[config.mk]
export PLATFORM = sky130hd
export DESIGN_NAME = mult_div_unit_flat
export DESIGN_NICKNAME = d
export VERILOG_FILES = /design/src/rtl/mult_div_unit_if.sv /design/src/rtl/mult_div_unit.sv /design/src/flat_wrapper.sv
export SDC_FILE = /design/constraint.sdc
export NUM_CORES = 1
export LEC_CHECK = 0
export ABC_AREA = 1
export ABC_CLOCK_PERIOD_IN_PS = 3400
export BUFFER_PORTS_ARGS = -buffer_cell sky130_fd_sc_hd__buf_2
export CAP_MARGIN = 10
export CORE_UTILIZATION = 33
export CTS_BUF_LIST = sky130_fd_sc_hd__clkbuf_16
export DETAILED_ROUTE_END_ITERATION = 10
export PLACE_DENSITY_LB_ADDON = 0.2
export SLEW_MARGIN = 30
export SYNTH_ARGS = -nofsm -noshare
export SYNTH_HDL_FRONTEND = slang
export SYNTH_SLANG_ARGS = --single-unit
export TNS_END_PERCENT = 50
[constraint.sdc]
create_clock -name clk -period 3.4 [get_ports clk]
set_clock_uncertainty 0.05 [all_clocks]
set_input_delay 0.17 -clock clk [delete_from_list [all_inputs] [get_ports clk]]
set_output_delay 0.17 -clock clk [all_outputs]
set_load 0.05 [all_outputs]
[src/rtl/mult_div_unit_if.sv]
// mult_div_unit_if: operand/start requests (master->unit) and hi/lo results, busy, done, div_zero (unit->master)
interface mult_div_unit_if #(parameter int WIDTH = 32);
  logic [WIDTH-1:0] a_in, b_in, hi_out, lo_out;
  logic mult_start, div_start, busy, done, div_zero;
  modport master (output a_in, b_in, mult_start, div_start, input hi_out, lo_out, busy, done, div_zero);
  modport slave (input a_in, b_in, mult_start, div_start, output hi_out, lo_out, busy, done, div_zero);
endinterface

[src/rtl/mult_div_unit.sv]
// mult_div_unit: sequential signed Booth multiply / restoring divide; ports clk, rst (async active-low), bus (slave: a_in, b_in, mult_start, div_start -> hi_out, lo_out, busy, done, div_zero)
module mult_div_unit #(
  parameter int WIDTH = 32
) (
  input logic clk,
  input logic rst,
  mult_div_unit_if.slave bus
);
  localparam int CW = $clog2(WIDTH + 1);
  typedef enum logic [1:0] {IDLE, MULT, DIV, FINISH} state_t;
  state_t state, next;
  logic [CW-1:0] cnt;
  logic [WIDTH:0] hi_r, op_b, sum, shl, trial;
  logic [WIDTH-1:0] lo_r, abs_a, abs_b;
  logic qm1, is_div, neg_q, neg_r, dz, last, start;
  assign start = bus.mult_start || bus.div_start;
  assign last = cnt == CW'(WIDTH - 1);
  assign abs_a = bus.a_in[WIDTH-1] ? -bus.a_in : bus.a_in;
  assign abs_b = bus.b_in[WIDTH-1] ? -bus.b_in : bus.b_in;
  assign sum = {lo_r[0], qm1} == 2'b01 ? hi_r + op_b : {lo_r[0], qm1} == 2'b10 ? hi_r - op_b : hi_r;
  assign shl = {hi_r[WIDTH-1:0], lo_r[WIDTH-1]};
  assign trial = shl - op_b;
  assign bus.busy = state == MULT || state == DIV;
  always_ff @(posedge clk or negedge rst)
    if (!rst) state <= IDLE;
    else state <= next;
  always_comb begin
    next = state;
    if (state == IDLE) next = bus.mult_start ? MULT : bus.div_start ? DIV : IDLE;
    else if (state == MULT) next = last ? FINISH : MULT;
    else if (state == DIV) next = dz || last ? FINISH : DIV;
    else next = IDLE;
  end
  // hi_r/lo_r hold {acc, multiplier} during MULT and {remainder, quotient} during DIV
  always_ff @(posedge clk or negedge rst)
    if (!rst) begin
      hi_r <= '0;
      lo_r <= '0;
      op_b <= '0;
      qm1 <= 1'b0;
      cnt <= '0;
      is_div <= 1'b0;
      neg_q <= 1'b0;
      neg_r <= 1'b0;
      dz <= 1'b0;
      bus.hi_out <= '0;
      bus.lo_out <= '0;
      bus.done <= 1'b0;
      bus.div_zero <= 1'b0;
    end else begin
      bus.done <= state == FINISH;
      bus.div_zero <= state == FINISH && dz;
      case (state)
        IDLE: if (start) begin
          is_div <= !bus.mult_start;
          cnt <= '0;
          qm1 <= 1'b0;
          hi_r <= '0;
          op_b <= bus.mult_start ? {bus.a_in[WIDTH-1], bus.a_in} : {1'b0, abs_b};
          lo_r <= bus.mult_start ? bus.b_in : abs_a;
          neg_q <= bus.a_in[WIDTH-1] ^ bus.b_in[WIDTH-1];
          neg_r <= bus.a_in[WIDTH-1];
          dz <= !bus.mult_start && bus.b_in == '0;
        end
        MULT: begin
          hi_r <= {sum[WIDTH], sum[WIDTH:1]};
          lo_r <= {sum[0], lo_r[WIDTH-1:1]};
          qm1 <= lo_r[0];
          cnt <= cnt + 1'b1;
        end
        DIV: if (!dz) begin
          hi_r <= trial[WIDTH] ? shl : trial;
          lo_r <= {lo_r[WIDTH-2:0], !trial[WIDTH]};
          cnt <= cnt + 1'b1;
        end
        FINISH: if (!dz) begin
          bus.hi_out <= is_div && neg_r ? -hi_r[WIDTH-1:0] : hi_r[WIDTH-1:0];
          bus.lo_out <= is_div && neg_q ? -lo_r : lo_r;
        end
        default: ;
      endcase
    end
endmodule

[src/flat_wrapper.sv]
// flat-port wrapper written by rule: the top's interface ports become plain ports
module mult_div_unit_flat 
#(
  parameter int WIDTH = 32
)
  (clk, rst, bus_a_in, bus_b_in, bus_mult_start, bus_div_start, bus_hi_out, bus_lo_out, bus_busy, bus_done, bus_div_zero);
  mult_div_unit_if #(.WIDTH(WIDTH)) bus_i ();
  input logic clk;
  input logic rst;
  input wire logic [$bits(bus_i.a_in)-1:0] bus_a_in;
  input wire logic [$bits(bus_i.b_in)-1:0] bus_b_in;
  input wire logic [$bits(bus_i.mult_start)-1:0] bus_mult_start;
  input wire logic [$bits(bus_i.div_start)-1:0] bus_div_start;
  output wire logic [$bits(bus_i.hi_out)-1:0] bus_hi_out;
  output wire logic [$bits(bus_i.lo_out)-1:0] bus_lo_out;
  output wire logic [$bits(bus_i.busy)-1:0] bus_busy;
  output wire logic [$bits(bus_i.done)-1:0] bus_done;
  output wire logic [$bits(bus_i.div_zero)-1:0] bus_div_zero;
  assign bus_i.a_in = bus_a_in;
  assign bus_i.b_in = bus_b_in;
  assign bus_i.mult_start = bus_mult_start;
  assign bus_i.div_start = bus_div_start;
  assign bus_hi_out = bus_i.hi_out;
  assign bus_lo_out = bus_i.lo_out;
  assign bus_busy = bus_i.busy;
  assign bus_done = bus_i.done;
  assign bus_div_zero = bus_i.div_zero;
  mult_div_unit #(.WIDTH(WIDTH)) u_core (.clk(clk), .rst(rst), .bus(bus_i));
endmodule
==> impl_results.md <==
* GR Overflow Total at 0
* PortBufs at 134
* Post-synth ARST share at 1.000
* Final WL at 82270 um
* Mapped Cells at 3312
* Int Pwr at 8.373 mW
* Crit-path slowest cell: dfrtp_1
* Share of layout cells above drive strength 1 at 0.07607
* Sw Pwr at 13.33 mW
* Period minus WS final at 3.108 ns
* Critical Path, Cell by Cell: inv_1, ha_1, fa_1, inv_1, nand3_1, nand2_1, nand2_1, nand2_1, nand2_1, nand2_1, nand2_1, nand3_1, nand3_1, nand2_1, nand3_1, nand2_1, nand2_1, nand2_1
* Largest net degree at the start of global routing at 88
* Synthesized flop and latch total at 177
* Vias in the first global route at 20480
* Via density at 5.225
* Post-DP Area at 0.02094 mm^2
* Root Driver: clkbuf_16
* Area of the multi-input gates at 0.01252 mm^2
* Hold WS at 0.04005 ns
* Sink Count at 177
* Row count at 88
* Peak VDD IR at 0.7605 mV
* Critical path arrival at 3.46 ns
* Worst-Margin Slew at 0.8498 ns
* Crit path max fanout at 6
* Synth warnings at 0
* Slew HR at 0.4334
* CP Launch Type: flip-flop
* Synth Cell Area at 0.01935 mm^2
* Yosys top cell area share at 0.2289
* Most common cell in the synthesized netlist: nand2_1
* Filler cells at 6559
* Via count at 21860
* Syn Area/Cell at 5.843 um^2
* Synth Net Count at 3488
* Crit. End Element: flip-flop
* Area occupied by registers at 0.004429 mm^2
* # H-tree levels at 4
* Met2 usage at 0.4383
* TNS Setup at 0 ns
* LEAKAGE at 11.83 nW
* CP required at 3.76 ns
* Top_reg_cell synth: dfrtp_1
* Sequential area share after synthesis at 0.2289
* Die height at 244.2 um
* Reg power frac at 0.176
* Final setup viols at 0
* Final hold vios at 0
* Area delta synth->final at 11.74%
* Pwr/cell area at 1004 mW/mm^2
* Post-synth EDFFs at 0
* Top cells by count, synth: nand2_1, inv_1, nor2_1, nand3_1, o21ai_0
* Antenna violations before repair at 3
* Crit path max-delay family: simple AND/OR/NAND/NOR gates
* Period utilisation layout at 0.9140
* Routed wire length per instance at 19.66 um
* Design area at 0.02162 mm^2
* Worst hold path type: primary input to flip-flop
* Clk pin slew, worst setup/hold paths at 0.09 ns
* First-pass GRT wire length at 124100 um
* CP Class: flip-flop to flip-flop
* Clk pwr share at 0.101
* Post-CTS setup buffer count at 0
* Max Clk Rate at 321.8 MHz
* Met3 usage in global routing at 0.02886
* Most frequent CP cell: nand2_1
* Number of buffers and inverters on the critical path at 2
* Initial core utilization at 0.3348
* Grt peak-use layer: met2
* Post-route DRC at 0
* Initial detailed-routing violation count at 2213
* Outcome: completed
* Num ports at 135
* HPWL Detailed at 66930 um
* Pwr Total at 21.71 mW
* Met1 Usage GRT at 0.3633
* Die Footprint at 0.05961 mm^2
* Total CTS buffers at 17
* Slew Viols, Final at 0
* Synth area leader: dfrtp_1
* Skew-Pair Late Insertion Delay at 0.48 ns
* Total track usage at 0.2750
* Die X at 244.2 um
* Max-Cap Viols at 0
* Comb pwr share at 0.723
* Distinct cells, synth at 49
* Sw frac at 0.6142
* Detail Route Antenna Nets at 0
* RSZ-0062 raised after global routing: false
* Top cells by area, synth: dfrtp_1, nand2_1, inv_1
* CP max stage delay at 0.50 ns
* Maximum root-to-sink buffer count at 2
* Pre-antenna DRT Iters at 6
* GP Congestion at 1.021
* CORE AREA at 0.05781 mm^2
* Final #Nets at 3581
* CTS tree: done
## metal layers
layer / vias to the layer above / part of all wire / wire length [um]
li1: 10790 / - / -
met1: 10070 / 0.44 / 35870
met2: 833 / 0.45 / 36900
met3: 169 / 0.057 / 4723
met4: 0 / 0.058 / 4777
met5: - / 0 / 0
## logic make-up (layout without fill, tap and decap cells)
logic type | Yosys count | count (layout) | synth area share
flip-flops | 177 | 177 | 0.2289
adder cells (fa/ha/maj) | 108 | 108 | 0.07099
XOR/XNOR | 90 | 90 | 0.04073
buffers and inverters | 631 | 737 | 0.1254
AO/OA/AOI/OAI | 532 | 532 | 0.1539
other | 0 | 1 | 0
AND/OR/NAND/NOR | 1774 | 1774 | 0.3801
## flip-flops by register name, indices dropped and copies added (netlist names)
register             cells
u_core.hi_r             33
u_core.op_b             33
u_core.bus.hi_out       32
u_core.bus.lo_out       32
u_core.lo_r             32
u_core.cnt               6
u_core.state             2
u_core.bus.div_zero      1
u_core.bus.done          1
u_core.dz                1
u_core.is_div            1
u_core.neg_q             1
u_core.neg_r             1
u_core.qm1               1
## tightest hold or removal path, stage by stage
cell and delay, ns:
buf_2 0.12, inv_1 0.07, nand3_1 0.10, o31ai_1 0.07
## through the flow
step,setup slack (ns),instances,util
2_1_floorplan,1.077,3312,-
3_3_place_gp,0.3857,4147,0.3623
3_5_place_dp,0.3945,4147,0.3623
4_1_cts,0.3764,4182,0.3738
5_1_grt,0.06570,4183,0.3740
6_report,0.2925,4184,0.3740
## layout by cell type, fill, tap and decap left out, types with 7 or more instances in the layout
| cell | synthesis | final |
|---|---|---|
| nor2_1 | 272 | 270 |
| a21oi_1 | 161 | 160 |
| ha_1 | 105 | 105 |
| inv_1 | 505 | 504 |
| nand2_1 | 1102 | 1102 |
| a31oi_1 | 12 | 12 |
| o22ai_1 | 31 | 31 |
| o21bai_1 | 16 | 16 |
| nor3_1 | 46 | 46 |
| nand4_1 | 47 | 47 |
| xnor2_1 | 23 | 23 |
| clkbuf_16 | 0 | 17 |
| buf_2 | 16 | 133 |
| o211ai_1 | 24 | 24 |
| a22oi_1 | 23 | 23 |
| nand2_2 | 10 | 10 |
| o221ai_1 | 8 | 8 |
| o2111ai_1 | 7 | 7 |
| dfrtp_1 | 177 | 177 |
| nand3_1 | 242 | 242 |
| o21ai_0 | 230 | 230 |
| xor2_1 | 67 | 67 |
| o31ai_1 | 7 | 7 |
| nor4_1 | 15 | 15 |
| buf_4 | 4 | 53 |
| nand3b_1 | 13 | 13 |
## timing repair
action,4_1_cts,5_1_grt
hold endpoints to repair,86,1
gates resized for setup,0,0
hold buffers,3,1
## area by class of cell
| type | instances | share of cell area |
|---|---|---|
| clock inverters | 15 | 0.009837 |
| diodes | 1 | 0.0001157 |
| flip-flops and latches | 177 | 0.2048 |
| clock buffers | 17 | 0.01967 |
| multi-input cells | 2504 | 0.5788 |
| inverters | 512 | 0.08888 |
| repair buffers | 193 | 0.05353 |
| well taps | 765 | 0.04427 |
## path summary, 6_finish.rpt
kind	slack, ns	cells after the start	start	endpoint
setup / recovery	0.29	18	u_core.hi_r[0]	u_core.hi_r[31]
hold / removal	0.04	4	bus_b_in[30]	u_core.dz
setup reg to reg	0.29	18	u_core.hi_r[0]	u_core.hi_r[31]
hold reg to reg	0.43	2	u_core.bus.hi_out[27]	u_core.bus.hi_out[27]
max in group asynchronous	2.03	3	rst	u_core.op_b[1]
min in group asynchronous	0.22	2	rst	u_core.bus.lo_out[8]
## power groups by stage
stage	Combinational (mW)	Clock [mW]	Sequential, mW
floorplan	9.67	0	4.70
global placement	15.5	0	3.85
detailed placement	15.5	0	3.85
CTS	15.5	2.22	3.81
global route	17.3	2.30	3.90
finish	15.7	2.19	3.82
(Power assumes the default switching activity.)
